**src/rtl/tomasulo_pkg.sv**
```systemverilog
// Shared constants, opcode names and instruction field helpers for the
// Tomasulo retire path.
package tomasulo_pkg;

  localparam int unsigned DEPTH    = 8;
  localparam int unsigned DW       = 16;
  localparam int unsigned TAG_W    = $clog2(DEPTH);
  localparam int unsigned CNT_W    = TAG_W + 1;
  localparam int unsigned REG_W    = 4;
  localparam int unsigned ADDR_W   = 8;
  localparam int unsigned PC_W     = 4;
  localparam int unsigned FUNC_W   = 4;

  // Instruction layout: {func[15:12], rs1/addr_hi[11:8], rs2/addr_lo[7:4], rd/imm[3:0]}
  localparam int unsigned FUNC_LSB = 12;
  localparam int unsigned ADDR_LSB = 4;
  localparam int unsigned RD_LSB   = 0;

  // Encodings 1000-1111 are reserved and retire without side effects.
  typedef enum logic [FUNC_W-1:0] {
    OP_ADD   = 4'h0,
    OP_SUB   = 4'h1,
    OP_MUL   = 4'h2,
    OP_DIV   = 4'h3,
    OP_LOAD  = 4'h4,
    OP_STORE = 4'h5,
    OP_BEQ   = 4'h6,
    OP_BNEQ  = 4'h7
  } opcode_t;

  function automatic logic [FUNC_W-1:0] inst_func(input logic [DW-1:0] inst);
    return inst[FUNC_LSB +: FUNC_W];
  endfunction

  function automatic logic [REG_W-1:0] inst_rd(input logic [DW-1:0] inst);
    return inst[RD_LSB +: REG_W];
  endfunction

  function automatic logic [ADDR_W-1:0] inst_addr(input logic [DW-1:0] inst);
    return inst[ADDR_LSB +: ADDR_W];
  endfunction

  function automatic logic [PC_W-1:0] inst_imm(input logic [DW-1:0] inst);
    return inst[RD_LSB +: PC_W];
  endfunction

endpackage

```
**src/rtl/rob_ptr_ctr.sv**
```systemverilog
// Wrapping ROB pointer (head or tail).
//   clk   : rising-edge clock
//   rst_n : asynchronous active-low reset, pointer -> 0
//   inc   : advance by one, wrapping at 2**W
//   clr   : return to 0 (wins over inc)
//   ptr   : current pointer value
module rob_ptr_ctr #(
  parameter int unsigned W = 3
) (
  input  logic         clk,
  input  logic         rst_n,
  input  logic         inc,
  input  logic         clr,
  output logic [W-1:0] ptr
);

  always_ff @(posedge clk or negedge rst_n) begin
    if (!rst_n)   ptr <= '0;
    else if (clr) ptr <= '0;
    else if (inc) ptr <= ptr + 1'b1;
  end

endmodule

```
**src/rtl/rob_commit_unit.sv**
```systemverilog
// In-order retire stage of the reorder buffer.
//   clk1/rst_n                : clock, asynchronous active-low reset
//   alloc_valid/inst/ready/tag: issue-side allocation handshake (tag = tail)
//   cdb_valid/tag/value       : result broadcast into the entry array
//   qry_tag/ready/value       : combinational operand-forwarding lookup
//   rf_*                      : registered register-bank write (rf_we pulses)
//   mem_*                     : registered store commit (mem_we pulses)
//   flush/redirect_pc         : registered taken-branch flush pulse and target
//   rob_count                 : occupied entries, 0..DEPTH
module rob_commit_unit
  import tomasulo_pkg::*;
(
  input  logic              clk1,
  input  logic              rst_n,
  input  logic              alloc_valid,
  input  logic [DW-1:0]     alloc_inst,
  output logic              alloc_ready,
  output logic [TAG_W-1:0]  alloc_tag,
  input  logic              cdb_valid,
  input  logic [TAG_W-1:0]  cdb_tag,
  input  logic [DW-1:0]     cdb_value,
  input  logic [TAG_W-1:0]  qry_tag,
  output logic              qry_ready,
  output logic [DW-1:0]     qry_value,
  output logic              rf_we,
  output logic [REG_W-1:0]  rf_addr,
  output logic [DW-1:0]     rf_data,
  output logic [TAG_W-1:0]  rf_tag,
  output logic              mem_we,
  output logic [ADDR_W-1:0] mem_addr,
  output logic [DW-1:0]     mem_data,
  output logic              flush,
  output logic [PC_W-1:0]   redirect_pc,
  output logic [CNT_W-1:0]  rob_count
);

  logic [DEPTH-1:0] ent_valid;
  logic [DEPTH-1:0] ent_ready;
  logic [DW-1:0]    ent_inst  [DEPTH];
  logic [DW-1:0]    ent_value [DEPTH];

  logic [CNT_W-1:0] count;
  logic [TAG_W-1:0] head;
  logic [TAG_W-1:0] tail;

  logic             alloc_fire;
  logic             commit_fire;
  logic             taken;
  logic             cdb_hit;
  logic [DW-1:0]    head_inst;
  logic [DW-1:0]    head_value;
  logic [FUNC_W-1:0] head_func;

  // Full check uses the registered count only, so a retiring head never
  // opens a slot in the same cycle.
  assign alloc_ready = (count != CNT_W'(DEPTH));
  assign alloc_tag   = tail;
  assign alloc_fire  = alloc_valid & alloc_ready;

  assign head_inst   = ent_inst[head];
  assign head_value  = ent_value[head];
  assign head_func   = inst_func(head_inst);
  assign commit_fire = ent_valid[head] & ent_ready[head];
  assign taken       = commit_fire & head_value[0] &
                       ((head_func == OP_BEQ) | (head_func == OP_BNEQ));

  // The slot being allocated is still invalid this cycle, so a broadcast to
  // it is dropped; the explicit tail compare keeps that independent of order.
  assign cdb_hit = cdb_valid & ent_valid[cdb_tag] & ~(alloc_fire & (cdb_tag == tail));

  assign qry_ready = ent_valid[qry_tag] & ent_ready[qry_tag];
  assign qry_value = ent_value[qry_tag];
  assign rob_count = count;

  rob_ptr_ctr #(.W(TAG_W)) u_head (
    .clk   (clk1),
    .rst_n (rst_n),
    .inc   (commit_fire),
    .clr   (taken),
    .ptr   (head)
  );

  rob_ptr_ctr #(.W(TAG_W)) u_tail (
    .clk   (clk1),
    .rst_n (rst_n),
    .inc   (alloc_fire),
    .clr   (taken),
    .ptr   (tail)
  );

  // Entry status and occupancy. A taken branch empties the window and
  // discards whatever allocation or broadcast arrived alongside it.
  always_ff @(posedge clk1 or negedge rst_n) begin
    if (!rst_n) begin
      ent_valid <= '0;
      ent_ready <= '0;
      count     <= '0;
    end else if (taken) begin
      ent_valid <= '0;
      ent_ready <= '0;
      count     <= '0;
    end else begin
      if (cdb_hit) ent_ready[cdb_tag] <= 1'b1;
      if (commit_fire) begin
        ent_valid[head] <= 1'b0;
        ent_ready[head] <= 1'b0;
      end
      if (alloc_fire) begin
        ent_valid[tail] <= 1'b1;
        ent_ready[tail] <= 1'b0;
      end
      count <= count + CNT_W'(alloc_fire) - CNT_W'(commit_fire);
    end
  end

  // Payload storage; meaningful only while the matching valid bit is set.
  always_ff @(posedge clk1) begin
    if (alloc_fire && !taken) ent_inst[tail]     <= alloc_inst;
    if (cdb_hit && !taken)    ent_value[cdb_tag] <= cdb_value;
  end

  // Commit decode into registered outputs: strobes pulse, data fields hold.
  always_ff @(posedge clk1 or negedge rst_n) begin
    if (!rst_n) begin
      rf_we       <= 1'b0;
      rf_addr     <= '0;
      rf_data     <= '0;
      rf_tag      <= '0;
      mem_we      <= 1'b0;
      mem_addr    <= '0;
      mem_data    <= '0;
      flush       <= 1'b0;
      redirect_pc <= '0;
    end else begin
      rf_we  <= 1'b0;
      mem_we <= 1'b0;
      flush  <= 1'b0;
      if (commit_fire) begin
        case (head_func)
          OP_ADD, OP_SUB, OP_MUL, OP_DIV, OP_LOAD: begin
            rf_we   <= 1'b1;
            rf_addr <= inst_rd(head_inst);
            rf_data <= head_value;
            rf_tag  <= head;
          end
          OP_STORE: begin
            mem_we   <= 1'b1;
            mem_addr <= inst_addr(head_inst);
            mem_data <= head_value;
          end
          OP_BEQ, OP_BNEQ: begin
            if (head_value[0]) begin
              flush       <= 1'b1;
              redirect_pc <= inst_imm(head_inst);
            end
          end
          default: ;
        endcase
      end
    end
  end

endmodule
```
**config.mk**
```make
export PLATFORM = sky130hd
export DESIGN_NAME = rob_commit_unit
export DESIGN_NICKNAME = d
export VERILOG_FILES = /design/src/rtl/tomasulo_pkg.sv /design/src/rtl/rob_ptr_ctr.sv /design/src/rtl/rob_commit_unit.sv
export SDC_FILE = /design/constraint.sdc
export NUM_CORES = 1
export LEC_CHECK = 0
export BUFFER_PORTS_ARGS = -buffer_cell sky130_fd_sc_hd__buf_4
export CORE_ASPECT_RATIO = 0.5
export CORE_MARGIN = 1.5
export CORE_UTILIZATION = 35
export DETAILED_ROUTE_END_ITERATION = 8
export PLACE_DENSITY = 0.52
export SETUP_SLACK_MARGIN = 0.2
export SLEW_MARGIN = 20
export SYNTH_ARGS = -nofsm -noshare
export SYNTH_HDL_FRONTEND = slang
export SYNTH_SLANG_ARGS = --single-unit
```
**constraint.sdc**
```tcl
create_clock -name clk1 -period 7 [get_ports clk1]
set_clock_uncertainty 0.1 [all_clocks]
set_input_delay 0.35 -clock clk1 [delete_from_list [all_inputs] [get_ports clk1]]
set_output_delay 0.35 -clock clk1 [all_outputs]
set_load 0.02 [all_outputs]
```
**After elaboration in Yosys (flattened, before gate mapping)**

Memory sizes are Yosys's and may differ from the RTL's.
Cells that the tools add are included.

- Register bits: 80
- Memory bits (writable): 256
- Input bits: 42
- Output and inout bits: 79
- Word-level logic and storage cells: 109
- Memories: 2

Memory list:

| name | words | width | read ports | clocked after Yosys merged registers in | write ports | RTL line | RTL |
|---|---|---|---|---|---|---|---|
| ent_inst | 8 | 16 | 1 | 0 | 1 | rob_commit_unit.sv:39 | `logic [DW-1:0] ent_inst [DEPTH];` |
| ent_value | 8 | 16 | 2 | 0 | 1 | rob_commit_unit.sv:40 | `logic [DW-1:0] ent_value [DEPTH];` |

- Add/subtract/negate cells: 4
- Magnitude comparators: 7
- Equality and inequality tests: 9
- Muxes and demuxes: 42
- Bitwise operators: 17
- Reduce and logical (&&, ||, !) cells: 14

Operators with widths:

| kind | count |
|---|---|
| two-way mux 8 bit | 10 |
| AND 8 bit | 3 |
| two-way mux 1 bit | 19 |
| == test 4 x 3 -> 1 bit, second input constant | 4 |
| < comparator 3 x 4 -> 1 bit, second input constant | 4 |
| NOT 8 bit | 2 |
| OR 8 bit | 2 |
| binary-select mux 1 bit (select 3 bit) | 5 |
| two-way mux 3 bit | 4 |
| demux 1 bit (select 3 bit) | 3 |
| >= comparator 3 x 1 -> 1 bit, second input constant | 3 |
| AND 1 bit | 8 |
| == test 4 x 2 -> 1 bit, second input constant | 2 |
| adder 3 x 1 -> 3 bit, second input constant | 2 |
| logical AND 1 bit | 5 |
| OR reduction 5 bit | 1 |
| adder 4 x 1 -> 4 bit | 1 |
| == test 4 x 1 -> 1 bit, second input constant | 1 |
| zero test 4 bit | 1 |
| two-way mux 4 bit | 1 |
| != test 4 bit, second input constant | 1 |
| AND reduction 2 bit | 2 |
| nonzero test 2 bit | 2 |
| subtractor 4 x 1 -> 4 bit | 1 |
| other kinds (6) | 6 |

**Longest topological paths before layout**

- Depth after elaboration: 13
- Depth in mapped cells: 14
- Depth with buffers taken out: 12

**By module**

Synthesis repeated with hierarchy kept, for this count alone.

- Cell total of the unflattened synthesis: 860
- Area, all modules: 14,428.8 µm²

Modules (own cells, without submodules):

| module | instances | cells each | area each (µm²) | seq. area each (µm²) |
|---|---|---|---|---|
| rob_commit_unit | 1 | 838 | 14,156.1 | 9,539.1 |
| rob_ptr_ctr | 2 | 11 | 136.4 | 75.1 |

**Least setup slack after synthesis**

Ideal clock, no wire load.

- Path type: register to register
- Start: register count[2] (netlist: rob_count[2])
- End: memory ent_value[0][0] (enable)
- Setup time: 478 ps
- Arrival: 4,666 ps
- Data required time: 6,422 ps
- Slack: 1,756 ps
- Stages on the path, launching flop included: 9
- Path buffers: 1
- Period minus slack after synthesis: 5,244 ps
- Cell sequence: dfrtp_1 -> inv_1 -> ha_1 -> or3b_2 -> and2_1 -> clkbuf_1 -> a21oi_1 -> nand2_1 -> a2111oi_0

- Cells in the longest elaborated chain, start to end: 8

RTL lines:

| item | RTL line | RTL |
|---|---|---|
| from (decl) | rob_commit_unit.sv:42 | `logic [CNT_W-1:0] count;` |
| from (signal assigned) | rob_commit_unit.sv:112 | `count <= count + CNT_W'(alloc_fire) - CNT_W'(commit_fire);` |
| != test 4 bit | rob_commit_unit.sv:56 | `assign alloc_ready = (count != CNT_W'(DEPTH));` |
| via alloc_ready | rob_commit_unit.sv:17 | `output logic alloc_ready,` |
| AND 1 bit | rob_commit_unit.sv:58 | `assign alloc_fire = alloc_valid & alloc_ready;` |
| AND 1 bit | rob_commit_unit.sv:69 | `assign cdb_hit = cdb_valid & ent_valid[cdb_tag] & ~(alloc_fire & (cdb_tag == tail));` |
| NOT 1 bit | rob_commit_unit.sv:69 |  |
| AND 1 bit | rob_commit_unit.sv:69 |  |
| logical AND 1 bit | rob_commit_unit.sv:119 | `if (cdb_hit && !taken) ent_value[cdb_tag] <= cdb_value;` |
| two-way mux 1 bit | rob_commit_unit.sv:119 |  |
| two-way mux 1 bit (implied by the code) | rob_commit_unit.sv:119 |  |
| to (decl) | rob_commit_unit.sv:40 |  |

The timed path passes the listed nets, and every way through them passes these cells.

**Worst setup path in the final report**

- Start: register u_head.ptr[0]
- End: memory ent_inst[1][14] (enable)

- Cells in the longest elaborated chain, start to end: 9
- Elaborated cells on any way between the ends: 16
- Classes of those cells: 2 x eq/ne; 6 x mux; 4 x bitwise; 2 x reduce/logical; 2 x memory

RTL lines:

| item | RTL line | RTL |
|---|---|---|
| from (decl) | rob_ptr_ctr.sv:14 | `output logic [W-1:0] ptr` |
| from (signal assigned) | rob_ptr_ctr.sv:20 | `else if (inc) ptr <= ptr + 1'b1;` |
| parallel branches: the longest is 4 deep, another holds memory (8 x 16 bit) | n/a |  |
| AND 1 bit (*) | rob_commit_unit.sv:64 | `assign taken = commit_fire & head_value[0] &` |
| zero test 1 bit (*) | rob_commit_unit.sv:118 | `if (alloc_fire && !taken) ent_inst[tail] <= alloc_inst;` |
| logical AND 1 bit (*) | rob_commit_unit.sv:118 |  |
| two-way mux 1 bit (*) | rob_commit_unit.sv:118 |  |
| two-way mux 1 bit (implied by the code) (*) | rob_commit_unit.sv:118 |  |
| to (decl) | rob_commit_unit.sv:39 |  |

Mark *: on every way between the ends. The select of a mux whose other input is x is not followed.

==> flow_metrics.py <==
metrics = {
    "status": {
        "status": "completed",
    },
    "logic_synthesis": {
        "yosysWarnings": 0,
        "ys_ff_latch": 336,
        "synth_seq_area_share": 0.667,
        "netlist_area_um2": 14500,
        "synth_ff_type": "edfxtp_1",
        "yosys.area.top_type": "edfxtp_1",
        "synth_top_cells_by_area": "edfxtp_1 (53%), dfrtp_1 (14%), mux4_2 (7.1%)",
        "synth_enable_flop_cells": 256,
        "netlist.area_leader.share": 0.529,
        "ys_async_sr_fraction": 0.238,
        "synth_commonest_cells": "edfxtp_1 (256), dfrtp_1 (80), mux2_2 (78)",
        "synth_nets": 918,
        "synthCells": 868,
        "synth.most_common_cell": "edfxtp_1",
        "synth.avg_cell_area_um2": 16.7,
        "synth.distinct_cells": 63,
    },
    "worst_setup_path": {
        "worst_path_largest_cell_delay_ns": 0.96,
        "cp_slowest_cell": "dfrtp_2",
        "required_ns": 7.04,
        "reg2regPathDepth": 6,
        "cp-end-kind": "flip-flop",
        "path_max_fanout": 37,
        "path_cells": "buf_4 -> clkinv_1 -> mux2i_2 -> nor3_2 -> buf_4 -> nor2b_2",
        "start_kind": "flip-flop",
        "crit_arrival_ns": 4.81,
        "cpMostUsedCell": "buf_4",
        "crit_type": "reg -> reg",
    },
    "global_route": {
        "grt_pass1_vias": 9042,
        "grt.overflow.total": 0,
        "grt_usage": 0.191,
        "grt_max_degree": 65,
        "grt_pass1_wl_mm": 60.6,
        "antenna_found_initial": 0,
    },
    "die": {
        "floorplan.initialDensity": 0.357,
        "ios": 121,
        "dieArea_um2": 42800,
        "fp.coreArea_um2": 40700,
        "rows": 52,
        "die_h_um": 147,
        "die_x_um": 291,
    },
    "timing": {
        "setup_viol": 0,
        "max_slew_margin": 0.304,
        "max_freq_ghz": 0.210,
        "hold_viol_final": 0,
        "fin_setup_tns_ns": 0,
        "rsz0062_at_grt": "false",
        "min_period_over_period": 0.681,
        "report.final.slew_viol_count": 0,
        "worst_pin_slew_ns": 1.04,
        "timing.hold.ws_ns": 0.173,
        "fin_crit_ns": 4.77,
    },
    "pwr": {
        "p_int_mw": 4.72,
        "power.density_nw_per_um2": 414,
        "leakage_nw": 6.38,
        "swShare": 0.354,
        "p_clk_frac": 0.263,
        "p_sw_mw": 2.59,
        "p_comb_frac": 0.354,
        "irDropWorstVdd_v": 0.000192,
        "seq_power_share": 0.382,
    },
    "cts": {
        "post-cts-setup-buffers": 0,
        "clockBufferDepth": 3,
        "path_clk_slew_ns": 0.07,
        "clock_sinks": 336,
        "clockRootBuffer": "clkbuf_16",
        "htreeDepth": 2,
        "numCtsBuffers": 35,
        "cts_tree": "built",
        "clk-insertion-delay-late_ns": 0.52,
    },
    "final_layout": {
        "area_growth_pct": 21.5,
        "final_core_util": 0.434,
        "fin_cells": 1595,
        "n_fill_cell": 3556,
        "nets": 1079,
        "final_layout_size_suffix_gt1_frac": 0.353,
    },
    "detailed_routing": {
        "vias_per_cell": 5.50,
        "route.final.wire_length_mm": 40.7,
        "drc": 0,
        "firstDrtPassIters": 5,
        "detail-route-antenna-nets": 0,
        "wl_per_cell_um": 25.5,
        "vias": 8778,
        "drt_iter0_markers": 843,
    },
    "placement": {
        "portBuffers": 120,
        "dp_hpwl_mm": 26.3,
        "dp.cells": 1499,
        "place_congestion": 0.843,
    },
    "min_path": {
        "min_path_type": "in -> async",
    },
    "flow_run": {
        "maxCapViolations": 0,
    },
}
## state kept, by name, indices dropped and copies added, names as in the netlist, 3 cells and up
name         cells
ent_inst       128
ent_value      128
mem_data        16
rf_data         16
ent_ready        8
ent_valid        8
mem_addr         8
redirect_pc      4
rf_addr          4
rob_count        4
rf_tag           3
u_head.ptr       3
u_tail.ptr       3
## worst paths after layout
check	start	slack, ns	to
max in group asynchronous	rst_n	5.43	rf_data[5]
max	u_head.ptr[0]	2.23	ent_inst[1][14]
min in group clk1	cdb_tag[0]	0.18	ent_ready[7]
min reg2reg	rf_data[12]	0.41	rf_data[12]
min	rst_n	0.17	mem_addr[5]
max reg2reg	u_head.ptr[0]	2.23	ent_inst[1][14]
## cell type report
cell class | instances | area [um^2] | share of cell area
Sequential cell | 336 | 9690 | 0.550
Multi-Input combinational cell | 456 | 4580 | 0.260
Timing Repair Buffer | 183 | 1460 | 0.0826
Clock buffer | 42 | 912 | 0.0517
Tap cell | 540 | 676 | 0.0383
Clock inverter | 20 | 254 | 0.0144
Inverter | 17 | 63.8 | 0.00362
Antenna cell | 1 | 2.50 | 0.000142
## cells by family after synthesis
group	Yosys count	share of synthesized area
AND/OR/NAND/NOR	128	0.0451
multiplexers	168	0.178
buffers and inverters	76	0.0243
adder cells (fa/ha/maj)	8	0.00741
AO/OA/AOI/OAI	145	0.0733
XOR/XNOR	7	0.00422
flip-flops	336	0.667
## power by group through the flow
stage | combinational [mW] | sequential, mW | clock [mW]
global route | 2.78 | 2.84 | 2.05
CTS | 2.60 | 2.80 | 1.97
floorplan | 1.49 | 2.86 | 0
finish | 2.59 | 2.79 | 1.92
detailed placement | 2.57 | 2.84 | 0
global placement | 2.56 | 2.83 | 0
## critical path: cells and delay by family, from the launching register on
family                 cells  cell delay, ns
buffers and inverters      3            1.53
flip-flops                 1            0.96
multiplexers               1            0.82
AND/OR/NAND/NOR            2            0.94
## what timing repair did
item / in CTS / in global routing
setup endpoints to repair: 0 / 0
endpoints found under the hold margin: 272 / 0
hold buffers: 33 / 0
gates resized for setup: 0 / 0
## metal layers
metal	global-route usage	share of wire	wire (um)	up-vias
li1	-	-	-	3813
met1	0.278	0.46	18500	4598
met2	0.295	0.46	18800	318
met3	0.0386	0.068	2770	49
met4	0.0416	0.014	585	0
met5	0	0	0	-
## layout by cell type, fill, tap and decap left out, types with 6 or more instances in the layout
cell and n:
o21ai_0 21, xor2_1 6, nor2_1 24, clkinv_2 7, clkbuf_1 6, nand3_1 14, clkbuf_16 35, mux2i_1 15
mux4_2 46, and2_1 6, nand2_1 36, a22oi_1 33, mux2_2 78, dfrtp_1 77, bufinv_16 6, ha_1 7
nand2b_1 7, edfxtp_1 256, nor3_2 7, inv_1 16, nor3_1 6, a21oi_1 17, dlygate4sd3_1 33, mux4_1 8
mux2_4 17, nor2b_1 10, a221oi_1 29, buf_4 150, a211oi_1 8
## stage by stage
step                      worst slack (ns)  power (mW)  instance area [um^2]
after floorplan                       1.76        4.35                 14500
after global placement                2.33        5.40                 16100
after detailed placement              2.22        5.41                 16100
after CTS                             2.19        7.37                 17600
after global routing                  2.07        7.67                 17600
final                                 2.23        7.31                 17600
Power figures use the tool's default switching activity.
